===== src/rtl/mcycle_controller_pkg.sv =====
// Shared encodings for the multicycle controller: FSM states, opcode/extension
// values, condition codes, PSR bit positions and datapath mux select codes.
package mcycle_controller_pkg;

    typedef enum logic [3:0] {
        ST_FETCH   = 4'd0,
        ST_LATCH   = 4'd1,
        ST_DECODE  = 4'd2,
        ST_EX      = 4'd3,
        ST_WB      = 4'd4,
        ST_MOV_WB  = 4'd5,
        ST_MOVI_WB = 4'd6,
        ST_LD_ADDR = 4'd7,
        ST_LD_WB   = 4'd8,
        ST_ST      = 4'd9,
        ST_JMP     = 4'd10,
        ST_BR      = 4'd11
    } state_t;

    // Opcodes; ALU extension codes reuse the immediate-form opcode values
    localparam logic [3:0] OP_RTYPE = 4'b0000;
    localparam logic [3:0] OP_AND   = 4'b0001;
    localparam logic [3:0] OP_OR    = 4'b0010;
    localparam logic [3:0] OP_XOR   = 4'b0011;
    localparam logic [3:0] OP_MEMJ  = 4'b0100;
    localparam logic [3:0] OP_ADD   = 4'b0101;
    localparam logic [3:0] OP_SUB   = 4'b1001;
    localparam logic [3:0] OP_CMP   = 4'b1011;
    localparam logic [3:0] OP_BCOND = 4'b1100;
    localparam logic [3:0] OP_MOVI  = 4'b1101;

    localparam logic [3:0] EXT_LOAD  = 4'b0000;
    localparam logic [3:0] EXT_STOR  = 4'b0100;
    localparam logic [3:0] EXT_JCOND = 4'b1100;
    localparam logic [3:0] EXT_MOV   = 4'b1101;

    localparam logic [3:0] CC_EQ = 4'd0,  CC_NE = 4'd1,  CC_CS = 4'd2,  CC_CC = 4'd3;
    localparam logic [3:0] CC_HI = 4'd4,  CC_LS = 4'd5,  CC_GT = 4'd6,  CC_LE = 4'd7;
    localparam logic [3:0] CC_FS = 4'd8,  CC_FC = 4'd9,  CC_LO = 4'd10, CC_HS = 4'd11;
    localparam logic [3:0] CC_LT = 4'd12, CC_GE = 4'd13, CC_UC = 4'd14, CC_NV = 4'd15;

    localparam int PSR_C = 0;
    localparam int PSR_L = 1;
    localparam int PSR_F = 2;
    localparam int PSR_Z = 3;
    localparam int PSR_N = 4;

    localparam logic [1:0] WD_IMM  = 2'b00, WD_RSRC = 2'b01, WD_MEM = 2'b10, WD_ALU = 2'b11;
    localparam logic [1:0] ALUA_RSRC = 2'b00, ALUA_PC = 2'b01, ALUA_IMM = 2'b10;
    localparam logic [1:0] ALUB_RDEST = 2'b00, ALUB_IMM = 2'b01, ALUB_ONE = 2'b10;

    function automatic logic is_alu_code(input logic [3:0] c);
        return c inside {OP_ADD, OP_SUB, OP_CMP, OP_AND, OP_OR, OP_XOR};
    endfunction

    // Arithmetic ops update flags and sign-extend their immediates
    function automatic logic is_arith_code(input logic [3:0] c);
        return c inside {OP_ADD, OP_SUB, OP_CMP};
    endfunction

endpackage


===== src/rtl/mcycle_controller_cond_check.sv =====
// Branch/jump condition evaluation from the condition field and registered PSR.
module mcycle_controller_cond_check
    import mcycle_controller_pkg::*;
#(
    parameter int REG_ADD = 4,
    parameter int PSRL    = 5
) (
    input  logic [REG_ADD-1:0] Rdest_addr,
    input  logic [PSRL-1:0]    PSR_OUT,
    output logic               take
);
    logic w_n, w_z, w_f, w_l, w_c;

    assign w_n = PSR_OUT[PSR_N];
    assign w_z = PSR_OUT[PSR_Z];
    assign w_f = PSR_OUT[PSR_F];
    assign w_l = PSR_OUT[PSR_L];
    assign w_c = PSR_OUT[PSR_C];

    always_comb begin
        take = 1'b0;
        case (Rdest_addr[3:0])
            CC_EQ: take = w_z;
            CC_NE: take = !w_z;
            CC_CS: take = w_c;
            CC_CC: take = !w_c;
            CC_HI: take = w_l;
            CC_LS: take = !w_l;
            CC_GT: take = w_n;
            CC_LE: take = !w_n;
            CC_FS: take = w_f;
            CC_FC: take = !w_f;
            CC_LO: take = !w_l && !w_z;
            CC_HS: take = w_l || w_z;
            CC_LT: take = !w_n && !w_z;
            CC_GE: take = w_n || w_z;
            CC_UC: take = 1'b1;
            default: take = 1'b0;
        endcase
    end

endmodule


===== src/rtl/mcycle_controller.sv =====
// Multicycle control FSM for the 16-bit CPU: fetch/decode/execute/writeback
// sequencing and every datapath select, enable and write strobe.
module mcycle_controller
    import mcycle_controller_pkg::*;
#(
    parameter int REG_ADD   = 4,
    parameter int PSRL      = 5,
    parameter int STATEBITS = 4
) (
    input  logic                 clk,
    input  logic                 reset,
    input  logic [REG_ADD-1:0]   OP_CODE,
    input  logic [REG_ADD-1:0]   OP_EXT,
    input  logic [REG_ADD-1:0]   Rdest_addr,
    input  logic [PSRL-1:0]      PSR_OUT,
    output logic                 PC_S,
    output logic                 MEM_S,
    output logic [1:0]           WD_S,
    output logic [1:0]           ALUA_S,
    output logic [1:0]           ALUB_S,
    output logic                 INSTR_EN,
    output logic                 ALU_OUT_EN,
    output logic                 MEM_REG_EN,
    output logic                 PC_EN,
    output logic                 PSR_EN,
    output logic                 SE_SIGN,
    output logic                 REG_WR,
    output logic                 MEM_WE,
    output logic                 ALU_FORCE_ADD,
    output logic                 ILLEGAL,
    output logic [STATEBITS-1:0] STATE
);
    state_t     r_state;
    state_t     w_dec_state;
    logic       w_take;
    logic [3:0] w_op, w_ext, w_code;
    logic       w_imm;

    assign w_op   = OP_CODE[3:0];
    assign w_ext  = OP_EXT[3:0];
    assign w_imm  = (w_op != OP_RTYPE);
    assign w_code = w_imm ? w_op : w_ext;

    mcycle_controller_cond_check #(.REG_ADD(REG_ADD), .PSRL(PSRL)) u_cond (
        .Rdest_addr (Rdest_addr),
        .PSR_OUT    (PSR_OUT),
        .take       (w_take)
    );

    always_comb begin
        w_dec_state = ST_FETCH;
        if (is_alu_code(w_code))                          w_dec_state = ST_EX;
        else if (!w_imm && w_ext == EXT_MOV)              w_dec_state = ST_MOV_WB;
        else if (w_op == OP_MOVI)                         w_dec_state = ST_MOVI_WB;
        else if (w_op == OP_MEMJ && w_ext == EXT_LOAD)    w_dec_state = ST_LD_ADDR;
        else if (w_op == OP_MEMJ && w_ext == EXT_STOR)    w_dec_state = ST_ST;
        else if (w_op == OP_MEMJ && w_ext == EXT_JCOND)   w_dec_state = ST_JMP;
        else if (w_op == OP_BCOND)                        w_dec_state = ST_BR;
    end

    always_ff @(posedge clk or negedge reset) begin
        if (!reset) begin
            r_state <= ST_FETCH;
        end else begin
            case (r_state)
                ST_FETCH:   r_state <= ST_LATCH;
                ST_LATCH:   r_state <= ST_DECODE;
                ST_DECODE:  r_state <= w_dec_state;
                ST_EX:      r_state <= (w_code == OP_CMP) ? ST_FETCH : ST_WB;
                ST_LD_ADDR: r_state <= ST_LD_WB;
                default:    r_state <= ST_FETCH;
            endcase
        end
    end

    // Outputs decode the current state; reset forces everything low, MEM_S included
    always_comb begin
        PC_S = 1'b0; MEM_S = 1'b0; WD_S = WD_IMM; ALUA_S = ALUA_RSRC; ALUB_S = ALUB_RDEST;
        INSTR_EN = 1'b0; ALU_OUT_EN = 1'b0; MEM_REG_EN = 1'b0; PC_EN = 1'b0; PSR_EN = 1'b0;
        SE_SIGN = 1'b0; REG_WR = 1'b0; MEM_WE = 1'b0; ALU_FORCE_ADD = 1'b0; ILLEGAL = 1'b0;
        STATE = '0;
        if (reset) begin
            STATE = STATEBITS'(r_state);
            case (r_state)
                ST_FETCH: MEM_S = 1'b1;
                ST_LATCH: begin
                    MEM_S = 1'b1; INSTR_EN = 1'b1; PC_EN = 1'b1; PC_S = 1'b1;
                    ALUA_S = ALUA_PC; ALUB_S = ALUB_ONE; ALU_FORCE_ADD = 1'b1;
                end
                ST_DECODE: ILLEGAL = (w_dec_state == ST_FETCH);
                ST_EX: begin
                    ALU_OUT_EN = 1'b1;
                    ALUB_S     = w_imm ? ALUB_IMM : ALUB_RDEST;
                    PSR_EN     = is_arith_code(w_code);
                    SE_SIGN    = w_imm && is_arith_code(w_code);
                end
                ST_WB:      begin WD_S = WD_ALU;  REG_WR = 1'b1; end
                ST_MOV_WB:  begin WD_S = WD_RSRC; REG_WR = 1'b1; end
                ST_MOVI_WB: begin WD_S = WD_IMM;  REG_WR = 1'b1; end
                ST_LD_WB:   begin MEM_REG_EN = 1'b1; WD_S = WD_MEM; REG_WR = 1'b1; end
                ST_ST:      MEM_WE = 1'b1;
                ST_JMP:     PC_EN = w_take;
                ST_BR: if (w_take) begin
                    ALUA_S = ALUA_PC; ALUB_S = ALUB_IMM; SE_SIGN = 1'b1;
                    ALU_FORCE_ADD = 1'b1; PC_S = 1'b1; PC_EN = 1'b1;
                end
                default: ;
            endcase
        end
    end

endmodule


===== config.mk =====
export PLATFORM = sky130hd
export DESIGN_NAME = mcycle_controller
export DESIGN_NICKNAME = d
export VERILOG_FILES = /design/src/rtl/mcycle_controller_pkg.sv /design/src/rtl/mcycle_controller_cond_check.sv /design/src/rtl/mcycle_controller.sv
export SDC_FILE = /design/constraint.sdc
export NUM_CORES = 1
export LEC_CHECK = 0
export ABC_AREA = 1
export BUFFER_PORTS_ARGS = -buffer_cell sky130_fd_sc_hd__clkbuf_2
export CORE_MARGIN = 2
export CORE_UTILIZATION = 41
export DETAILED_ROUTE_END_ITERATION = 8
export HOLD_SLACK_MARGIN = 0.1
export PLACE_DENSITY = 0.71
export REMOVE_ABC_BUFFERS = 1
export SLEW_MARGIN = 15
export SYNTH_ARGS = -nofsm -noshare
export SYNTH_HDL_FRONTEND = slang
export SYNTH_SLANG_ARGS = --single-unit

===== constraint.sdc =====
create_clock -name clk -period 1.9 [get_ports clk]
set_input_delay 0.38 -clock clk [delete_from_list [all_inputs] [get_ports clk]]
set_output_delay 0.38 -clock clk [all_outputs]
set_load 0.005 [all_outputs]

==> run metrics <==
status completed; Worst Path Arrival 1.49 ns; Peak VDD IR 0.4502 mV; most frequent cells in the layout nand2_1 (47), clkbuf_2 (29), inv_1 (23); final hold violation count 0; Final Wtd Congestion 0.8362; fillers 239; first-pass GRT wire length 3.960 mm; layout net count 239; initial antenna violation count 0; WP data required 1.52 ns; area of the multi-input gates 740.7 um2; sequential element share of the synthesized area 0.1077; clk slew on worst S/H paths 0.04 ns; Crit Path Class input port to output pin; Synthesis Warnings 0; final wirelength 2.473 mm; TritonRoute pass-1 iters 4; Pleak 0.7683 nW; Pwr Density 616.9 nW/um2; # diodes 0; Hold Path Class input port to async pin; I/O pin cnt 41; final worst setup slack 0.03041 ns; initial drt markers 25; Maximum Capacitance Violations 0; final setup skew 0.001179 ns; hpwl dp 1.907 mm; Finished Layout Cells 246; Clock Path Buffers 2; fmax 534.9 MHz; Tot GR Track Use 0.1894; Die Area 2664 um2; CP endpoint kind output pin; max reg flops 4; setup TNS 0 ns; Max H-tree Level 1; Synth Instances 173; Sink Count 4; cells along the critical path buf_8 > nor2_4 > nand3_2 > nand2_2 > inv_2 > o21ai_2 > nand4_2 > nor3_2 > buf_2; commonest non-fill, non-tap cell in the layout nand2_1; post-synthesis register bit count 4; top flop regs r_state (4); largest net degree at the start of global routing 10; row cnt 17; RSZ-0062 raised after global routing yes; syn avg cell area 5.374 um2; Max Fanout on Critical Path 5; vias in the first global route 973; core area 2170 um2; Final setup viols 0; Chip Width 51.62 um; WL per Instance 10.05 um; EDFF count, synth 0; asr flop ratio synth 1.000; Antenna Nets Post-Route 0; Initial Util 0.4285; drc violations 0; routed vias/inst 4.866; Buffers on Ports 39; CP peak stage delay 0.17 ns; DP Worst Slack -0.05335 ns; GR Overflow Total 0; Final Cycle Share 0.9840; dpl cells 237; Period minus WS final 1.870 ns; Reg with most FFs r_state; design area 1343 um2; sequential cell area 100.1 um2; Vias 1197; Area Growth Syn to Fin 44.41%; Area after DPL 1137 um2; Main synth FF type dfrtp_1; Mapped Area 929.6 um2; Slowest-stage cell, CP nor3_2; worst skew pair latency 0.24 ns; CP startpoint kind input port; post-layout util 0.6188; root buf cell clkbuf_4; Max Transition Viols Final 0; CTS tree done; TritonCTS Buffers 3; Die Y 51.62 um; Distinct cells, synth 27; layout cell share with drive strength beyond 1 0.4495
[power by group]
part           internal [W]  switching, W  total (W)
Combinational      0.000246      0.000333   0.000579
Clock             0.0000708     0.0000366   0.000107
Sequential         0.000116     0.0000258   0.000142
Total              0.000432      0.000396   0.000828
[per-layer routing]
metal,track usage,routed length (um),vias up
li1,-,-,632
met1,0.2593,1039,519
met2,0.3291,1237,43
met3,0.01724,179,3
met4,0.02632,16,0
met5,0,0,-
[synthesized netlist by cell type, types with 2 or more instances]
| cell | number | share of area |
|---|---|---|
| nor3_2 | 3 | 0.032 |
| buf_4 | 5 | 0.040 |
| nor2_4 | 4 | 0.048 |
| nand4_1 | 5 | 0.034 |
| nand2_2 | 5 | 0.034 |
| nor2_2 | 2 | 0.013 |
| nand3_1 | 19 | 0.10 |
| dfrtp_1 | 4 | 0.11 |
| a21oi_1 | 4 | 0.022 |
| nor2_1 | 18 | 0.073 |
| o21ai_0 | 4 | 0.022 |
| inv_1 | 30 | 0.12 |
| nand3_2 | 3 | 0.032 |
| nand2_1 | 51 | 0.21 |
| nor3_1 | 2 | 0.011 |
| inv_2 | 3 | 0.012 |
[path summary, 6_finish.rpt]
kind / startpoint / endpoint / slack (ns) / cells after the start
min in group clk: OP_CODE[0] / r_state[3] / 0.60 / 6
max in group asynchronous: reset / r_state[0] / 1.14 / 3
min: reset / r_state[1] / 0.54 / 2
min reg2reg: r_state[1] / r_state[0] / 0.67 / 3
max reg2reg: r_state[1] / r_state[3] / 0.77 / 5
max: OP_CODE[0] / ILLEGAL / 0.03 / 9
[cell type report]
cell class                      instances  share of cell area
Multi-Input combinational cell        129              0.5517
Timing Repair Buffer                   49              0.2386
Sequential cell                         4             0.07456
Inverter                               33             0.09226
Clock buffer                            3             0.01678
Tap cell                               28             0.02610
[worst max-delay path, delay by kind of cell]
kind            cells  cell delay, ns
simple gates        5            0.68
buf+inv             3            0.27
compound gates      1            0.16
[metrics by stage]
step            power, W  hold slack (ns)
3_5_place_dp   0.0006215           0.2027
6_report       0.0008282           0.5402
5_1_grt        0.0009164           0.5468
4_1_cts        0.0007574           0.5409
2_1_floorplan  0.0004113          0.08441
3_3_place_gp   0.0006204           0.2031
[kinds of logic after synthesis]
| family | after synthesis | synth area share |
|---|---|---|
| AO/OA/AOI/OAI | 14 | 0.09153 |
| other | 1 | 0.004034 |
| flip-flops | 4 | 0.1077 |
| AND/OR/NAND/NOR | 114 | 0.6070 |
| buffers and inverters | 40 | 0.1898 |
[what timing repair did]
item	CTS	global route
endpoints found under the setup margin	6	8
setup buffers	1	3
hold endpoints to repair	3	0
pin swaps	1	14
hold buffers	2	0
cloned	0	0
resized for setup	3	57
No activity file was read; power rests on OpenSTA's default activity.
